`src/rtl/lc_uart_pkg.sv`:
```
// Shared UART definitions: FSM state encoding (also used by the TxD side for
// a consistent state_debug view) and framing constants.
package lc_uart_pkg;

    localparam int DEFAULT_CLKS_PER_BIT = 87;
    localparam int DATA_BITS            = 8;

    typedef enum logic [2:0] {
        S_IDLE      = 3'd0,
        S_START     = 3'd1,
        S_DATA      = 3'd2,
        S_STOP      = 3'd3,
        S_WAIT_IDLE = 3'd4
    } uart_state_e;

endpackage

```
`src/rtl/uart_rx_cmd_if.sv`:
```
// Valid/ready byte channel from the UART receiver to the analyzer control FSM.
interface uart_rx_cmd_if;
    import lc_uart_pkg::*;

    logic [DATA_BITS-1:0] rx_data;
    logic                 rx_valid;
    logic                 rx_ready;

    modport master (output rx_data, output rx_valid, input rx_ready);
    modport slave  (input rx_data, input rx_valid, output rx_ready);

endinterface

```
`src/rtl/sync_vote3.sv`:
```
// Two-flop synchronizer followed by a 3-sample majority filter; idles high.
module sync_vote3 (
    input  logic clk,
    input  logic rst,
    input  logic d_i,
    output logic q_o
);

    logic       meta_q;
    logic       sync_q;
    logic [2:0] hist_q;

    always_ff @(posedge clk) begin
        if (rst) begin
            meta_q <= 1'b1;
            sync_q <= 1'b1;
            hist_q <= 3'b111;
        end else begin
            meta_q <= d_i;
            sync_q <= meta_q;
            hist_q <= {hist_q[1:0], sync_q};
        end
    end

    // A single-clock excursion can only occupy one history slot, so it never wins the vote.
    assign q_o = (hist_q[0] & hist_q[1]) | (hist_q[0] & hist_q[2]) | (hist_q[1] & hist_q[2]);

endmodule

```
`src/rtl/uart_rx_cmd.sv`:
```
// 8N1 LSB-first UART receiver delivering host command bytes on a valid/ready
// channel, with frame-error and overrun pulses.
module uart_rx_cmd
    import lc_uart_pkg::*;
#(
    parameter int CLKS_PER_BIT = DEFAULT_CLKS_PER_BIT,
    parameter int CNT_W        = 16
) (
    input  logic                 clk,
    input  logic                 rst,
    input  logic                 RxD,
    uart_rx_cmd_if.master        rx_if,
    output logic                 frame_err,
    output logic                 overrun_err,
    output logic                 busy
);

    localparam logic [CNT_W-1:0] HALF_CNT = CNT_W'(CLKS_PER_BIT / 2);
    localparam logic [CNT_W-1:0] FULL_CNT = CNT_W'(CLKS_PER_BIT - 1);

    logic                 rx_s;
    logic                 rx_prev_q;
    uart_state_e          state_q;
    logic [CNT_W-1:0]     cnt_q;
    logic [2:0]           bit_idx_q;
    logic [DATA_BITS-1:0] shift_q;
    logic [DATA_BITS-1:0] rx_data_q;
    logic                 rx_valid_q;
    logic                 frame_err_q;
    logic                 overrun_err_q;
    logic                 busy_q;

    sync_vote3 u_sync (
        .clk (clk),
        .rst (rst),
        .d_i (RxD),
        .q_o (rx_s)
    );

    always_ff @(posedge clk) begin
        if (rst) begin
            rx_prev_q     <= 1'b1;
            state_q       <= S_IDLE;
            cnt_q         <= '0;
            bit_idx_q     <= '0;
            shift_q       <= '0;
            rx_data_q     <= '0;
            rx_valid_q    <= 1'b0;
            frame_err_q   <= 1'b0;
            overrun_err_q <= 1'b0;
            busy_q        <= 1'b0;
        end else begin
            frame_err_q   <= 1'b0;
            overrun_err_q <= 1'b0;
            rx_prev_q     <= rx_s;
            if (rx_valid_q && rx_if.rx_ready) begin
                rx_valid_q <= 1'b0;
            end
            case (state_q)
                S_IDLE: begin
                    if (rx_prev_q && !rx_s) begin
                        state_q <= S_START;
                        cnt_q   <= '0;
                        busy_q  <= 1'b1;
                    end
                end
                S_START: begin
                    if (cnt_q == HALF_CNT) begin
                        cnt_q     <= '0;
                        bit_idx_q <= '0;
                        if (!rx_s) begin
                            state_q <= S_DATA;
                        end else begin
                            state_q <= S_IDLE;
                            busy_q  <= 1'b0;
                        end
                    end else begin
                        cnt_q <= cnt_q + CNT_W'(1);
                    end
                end
                S_DATA: begin
                    if (cnt_q == FULL_CNT) begin
                        cnt_q              <= '0;
                        shift_q[bit_idx_q] <= rx_s;
                        if (bit_idx_q == 3'd7) begin
                            state_q <= S_STOP;
                        end else begin
                            bit_idx_q <= bit_idx_q + 3'd1;
                        end
                    end else begin
                        cnt_q <= cnt_q + CNT_W'(1);
                    end
                end
                S_STOP: begin
                    if (cnt_q == FULL_CNT) begin
                        cnt_q <= '0;
                        if (rx_s) begin
                            state_q <= S_IDLE;
                            busy_q  <= 1'b0;
                            // An accept on this same edge frees the holding register for the new byte.
                            if (!rx_valid_q || rx_if.rx_ready) begin
                                rx_data_q  <= shift_q;
                                rx_valid_q <= 1'b1;
                            end else begin
                                overrun_err_q <= 1'b1;
                            end
                        end else begin
                            frame_err_q <= 1'b1;
                            state_q     <= S_WAIT_IDLE;
                        end
                    end else begin
                        cnt_q <= cnt_q + CNT_W'(1);
                    end
                end
                S_WAIT_IDLE: begin
                    if (rx_s) begin
                        state_q <= S_IDLE;
                        busy_q  <= 1'b0;
                    end
                end
                default: begin
                    state_q <= S_IDLE;
                    busy_q  <= 1'b0;
                end
            endcase
        end
    end

    assign rx_if.rx_data  = rx_data_q;
    assign rx_if.rx_valid = rx_valid_q;
    assign frame_err      = frame_err_q;
    assign overrun_err    = overrun_err_q;
    assign busy           = busy_q;

endmodule

```
`src/flat_wrapper.sv`:
```
// flat-port wrapper written by rule: the top's interface ports become plain ports
module uart_rx_cmd_flat import lc_uart_pkg::*;
#(
    parameter int CLKS_PER_BIT = DEFAULT_CLKS_PER_BIT,
    parameter int CNT_W        = 16
)
  (clk, rst, RxD, frame_err, overrun_err, busy, rx_if_rx_data, rx_if_rx_valid, rx_if_rx_ready);
  uart_rx_cmd_if rx_if_i ();
  input  logic clk;
  input  logic rst;
  input  logic RxD;
  output logic frame_err;
  output logic overrun_err;
  output logic busy;
  output wire logic [$bits(rx_if_i.rx_data)-1:0] rx_if_rx_data;
  output wire logic [$bits(rx_if_i.rx_valid)-1:0] rx_if_rx_valid;
  input wire logic [$bits(rx_if_i.rx_ready)-1:0] rx_if_rx_ready;
  assign rx_if_rx_data = rx_if_i.rx_data;
  assign rx_if_rx_valid = rx_if_i.rx_valid;
  assign rx_if_i.rx_ready = rx_if_rx_ready;
  uart_rx_cmd #(.CLKS_PER_BIT(CLKS_PER_BIT), .CNT_W(CNT_W)) u_core (.clk(clk), .rst(rst), .RxD(RxD), .rx_if(rx_if_i), .frame_err(frame_err), .overrun_err(overrun_err), .busy(busy));
endmodule
```
`config.mk`:
```
export PLATFORM = sky130hd
export DESIGN_NAME = uart_rx_cmd_flat
export DESIGN_NICKNAME = d
export VERILOG_FILES = /design/src/rtl/lc_uart_pkg.sv /design/src/rtl/uart_rx_cmd_if.sv /design/src/rtl/sync_vote3.sv /design/src/rtl/uart_rx_cmd.sv /design/src/flat_wrapper.sv
export SDC_FILE = /design/constraint.sdc
export NUM_CORES = 1
export LEC_CHECK = 0
export BUFFER_PORTS_ARGS = -buffer_cell sky130_fd_sc_hd__buf_2
export CAP_MARGIN = 5
export CORE_UTILIZATION = 45
export CTS_CLUSTER_SIZE = 8
export DETAILED_ROUTE_END_ITERATION = 8
export PLACE_DENSITY = 0.62
export SLEW_MARGIN = 20
export SYNTH_ARGS = -nofsm -noshare
export SYNTH_HDL_FRONTEND = slang
export SYNTH_SLANG_ARGS = --single-unit
export TNS_END_PERCENT = 20
```
`constraint.sdc`:
```
create_clock -name clk -period 2.5 [get_ports clk]
set_input_delay 0.25 -clock clk [delete_from_list [all_inputs] [get_ports clk]]
set_output_delay 0.25 -clock clk [all_outputs]
set_load 0.01 [all_outputs]
```
## After elaboration in Yosys (flattened, before gate mapping)

Cells that the tools add are included.

| word-level totals | value |
|---|---|
| logic and storage cells | 90 |
| input bits | 4 |
| flip-flop bits (word level) | 48 |

| operators by class | value |
|---|---|
| eq/ne operators | 14 |
| reduce and logical (&&, ||, !) cells | 18 |
| mux-type cells | 32 |
| $lt $le $gt $ge | 2 |
| add/subtract/negate cells | 2 |
| bitwise logic cells | 9 |

Operator list:

| cell | number |
|---|---|
| $mux 16 | 3 |
| $pmux 16 s3 | 1 |
| $mux 3 | 10 |
| $add 16x1->16 const B | 1 |
| $eq 16x6->1 const B | 1 |
| $eq 16x7->1 const B | 1 |
| $pmux 3 s5 | 1 |
| $mux 1 | 12 |
| $ne 2x1->1 const B | 6 |
| $reduce_and 4->1 | 3 |
| $bwmux 8 | 1 |
| $eq 3x2->1 const B | 2 |
| $eq 3x3->1 const B | 2 |
| $pmux 3 s2 | 1 |
| $reduce_and 6->1 | 1 |
| $pmux 1 s5 | 1 |
| $lt 3x4->1 const B | 1 |
| $not 1->1 | 4 |
| $reduce_and 2->1 | 2 |
| $reduce_or 4->1 | 1 |
| $add 3x1->3 const B | 1 |
| $and 1x1->1 | 3 |
| $demux 1 s3 | 1 |
| $eq 3x1->1 const B | 1 |
| other kinds (12) | 16 |

## Longest topological paths before layout

| depth | value |
|---|---|
| depth in word-level cells | 7 |
| gate-level depth with buffers | 8 |
| depth with buffers taken out | 7 |

## By module

From an unflattened synthesis, not the netlist that was laid out.

| second synthesis, totals | value |
|---|---|
| cell total of the unflattened synthesis | 274 |
| area, all modules | 2323.5 µm² |

By module, submodules not included:

| module | area each (µm²) | sequential area each (µm²) | instances | cells each |
|---|---|---|---|---|
| uart_rx_cmd | 2180.8 | 860.8 | 1 | 263 |
| sync_vote3 | 142.6 | 100.1 | 1 | 11 |

## Least setup slack after synthesis

Ideal clock, no wire load.

| timing | value |
|---|---|
| path type | register to register |
| from | reg u_core.cnt_q[1] |
| to | reg u_core.cnt_q[14] |
| buffers on the path | 0 |
| path slack | 0.633 ns |
| data arrival time | 1.744 ns |
| cell stages (with the launch flop) | 7 |
| cells stage by stage | dfxtp_1 ha_1 nand3_1 or4_4 o21ai_0 nor3_1 a311o_2 |

| on the way | value |
|---|---|
| cells in the longest elaborated chain, start to end | 3 |

RTL lines:

| item | RTL line | RTL |
|---|---|---|
| start, declared | uart_rx_cmd.sv:24 | `logic [CNT_W-1:0] cnt_q;` |
| start signal, assigned | uart_rx_cmd.sv:78 | `cnt_q <= cnt_q + CNT_W'(1);` |
| start signal, assigned | uart_rx_cmd.sv:91 | `cnt_q <= cnt_q + CNT_W'(1);` |
| start signal, assigned | uart_rx_cmd.sv:112 | `cnt_q <= cnt_q + CNT_W'(1);` |
| $add 16x1->16 (tied with other cells) | uart_rx_cmd.sv:78, uart_rx_cmd.sv:91, uart_rx_cmd.sv:112 |  |
| $mux 16, on equally long branches | uart_rx_cmd.sv:82, uart_rx_cmd.sv:95, uart_rx_cmd.sv:68 |  |
| $pmux 16 s3 (*) | uart_rx_cmd.sv:59 | `case (state_q)` |

Every way passes the cells marked *; elsewhere a longest branch is shown, timed or not.
A chain may end at the register's enable or synchronous reset.

## Worst setup path after layout

| timing | value |
|---|---|
| from | reg u_core.cnt_q[0] |
| to | reg u_core.cnt_q[14] |

The elaborated chain is that of the path after synthesis.

==> out/metrics.yaml <==
status: "finished clean"
ctsHoldBuffers: 0
end_kind: "flop"
rsz0062_at_grt: "no"
leakage_nw: 0.919
post_cts_buffers: 0
cap_viol_max_count: 0
drt-initial-drc-count: 110
utilization_pct: 51.3
crit_path_max_fanout: 16
chipWidth_um: 75.5
areaGrowthSynthToFinish_pct: 9.05
grt_max_degree: 27
routabilityCongestion: 0.857
antenna_cells: 0
grtUsageTotal_pct: 19.4
synth_edf_count: 0
final_common_cell: "dfxtp_1"
synthArstFlopShare_pct: 0
power.density_nw_per_um2: 485
cp.required_ps: 2700
cp.arrival_ps: 2270
cts_tree: "yes"
setup_violations: 0
cts-buffers-inserted: 5
clockBufferDepth: 2
synth_cells: 282
hold-worst-slack_ps: 129
die-area_um2: 5710
routed_wl_um: 5070
clk_latency_ps: 310
layoutNonFillerInstCount: 365
hold_violations: 0
grt_pass1_vias: 1788
place.detailed.hpwl_um: 3620
ys_seq_area_share_pct: 39.5
ys_seq_elements: 48
gr-total-overflow: 0
initial_utilization_pct: 47.0
peakVddDrop_mv: 0.313
grt_first_pass_wirelength_um: 8270
hold_path.class: "input port to flop"
die_height_um: 75.5
first_pass_iters: 4
yosysWarnings: 0
setup_slack_ps: 425
antenna_left: 0
worst_slew_pin_slew_ps: 599
vias: 2017
slew_violations: 0
syn_nets: 290
finalCritPeriodShare_pct: 83.0
dpl.cell_count: 357
pre_cts_slack_ps: 409
seq_area_um2: 961
fin_crit_ps: 2070
drive_gt1_share_pct: 15.6
cts-root-buf: "clkbuf_8"
numPortBuffers: 15
clkTransAtPathRegs_ps: 90
max_freq_ghz: 0.482
dominantRegCellSynth: "dfxtp_1"
final_cell_mix: "dfxtp_1, nor2_1, nand2_1"
path_class: "flop to flop"
setup_tns_ps: 0
ys_types: 60
nFillCells: 489
cts_sinks: 48
skew_ps: 11.8
syn-mean-instance-area_um2: 8.63
ctsResizeCount: 0
fin_nets: 302
placementRows: 26
start_kind: "flop"
multi_input_area_um2: 1370
wire_per_inst_um: 13.9
io_pins: 16
fp.coreArea_um2: 5170
max-slew-margin-rel_pct: 59.9
synth_area_um2: 2430
drc: 0
vias_per_cell: 5.53
antenna_found_initial: 0
htree_levels: 2
-- Yosys cell counts (5+ instances only) --
cell	number	area share [%]
nor2_1	30	4.6
nor3_1	12	2.5
a21oi_1	15	3.1
nand3_1	13	2.7
mux2i_1	12	4.9
nand2_1	29	4.5
dfxtp_1	48	39
nor4_1	5	1.3
or3_1	5	1.3
inv_1	9	1.4
clkbuf_1	8	1.2
o21ai_0	5	1.0
or2_2	9	2.3
-- logic make-up (layout without fill, tap and decap cells) --
| group | after synthesis | in the layout | synth area share, % |
|---|---|---|---|
| adders and majority gates | 5 | 5 | 2.47 |
| xor gates and xnor gates | 6 | 6 | 2.16 |
| buffers and inverters | 24 | 37 | 4.37 |
| DFF | 48 | 48 | 39.5 |
| and+or+nand+nor | 134 | 134 | 30.3 |
| muxes | 12 | 12 | 4.94 |
| AOI/OAI and AO/OA | 53 | 53 | 16.3 |
-- final cells by class --
class	instances	area share, %
inverter	10	1.41
tap	70	3.30
timing repair buffer	19	3.96
sequential	48	36.2
clock inverter	2	0.519
multi-input combinational	210	51.5
clock buffer	6	3.11
-- layer usage --
layer / share of wire [%] / global-route usage, %
met5: 0 / 0
met4: 1.4 / 6.38
met3: 2.6 / 4.37
met2: 46 / 31.3
met1: 50 / 25.8
-- report_power, final --
part	total (mW)	leakage, nW	switching, mW	internal, mW
Sequential	0.768	0.387	0.00134	0.766
Clock	0.496	0.0516	0.270	0.227
Combinational	0.0242	0.481	0.0173	0.00691
-- state kept, by name, summed over array words and instances (netlist names) --
| register | flops |
|---|---|
| u_core.cnt_q | 16 |
| u_core.rx_if.rx_data | 8 |
| u_core.shift_q | 8 |
| u_core.bit_idx_q | 3 |
| u_core.state_q | 3 |
| u_core.u_sync.hist_q | 3 |
| u_core.busy | 1 |
| u_core.frame_err | 1 |
| u_core.overrun_err | 1 |
| u_core.rx_if.rx_valid | 1 |
| u_core.rx_prev_q | 1 |
| u_core.u_sync.meta_q | 1 |
| u_core.u_sync.sync_q | 1 |
-- path summary, 6_finish.rpt --
kind                                           start                 endpoint  slack [ps]  cells past startpoint
worst min register to register  u_core.u_sync.sync_q  u_core.u_sync.hist_q[0]         420                      1
worst max register to register       u_core.cnt_q[0]         u_core.cnt_q[14]         430                      7
worst min-delay path                             RxD     u_core.u_sync.meta_q         130                      2
worst max-delay path                 u_core.cnt_q[0]         u_core.cnt_q[14]         430                      7
-- metrics by stage --
stage,cell area (µm²),power (mW)
floorplan,2430,0.802
global placement,2560,0.810
detailed placement,2560,0.811
CTS,2650,1.31
global route,2650,1.34
finish,2650,1.29
-- critical path, cell delays in order (launching register included) --
cell and delay [ps]:
dfxtp_1 350, inv_1 90, ha_1 140, nand2_1 90
o211a_1 280, nor3_4 540, nor3_1 110, a311o_2 360
Note: power is estimated with default switching activity, not from simulation.
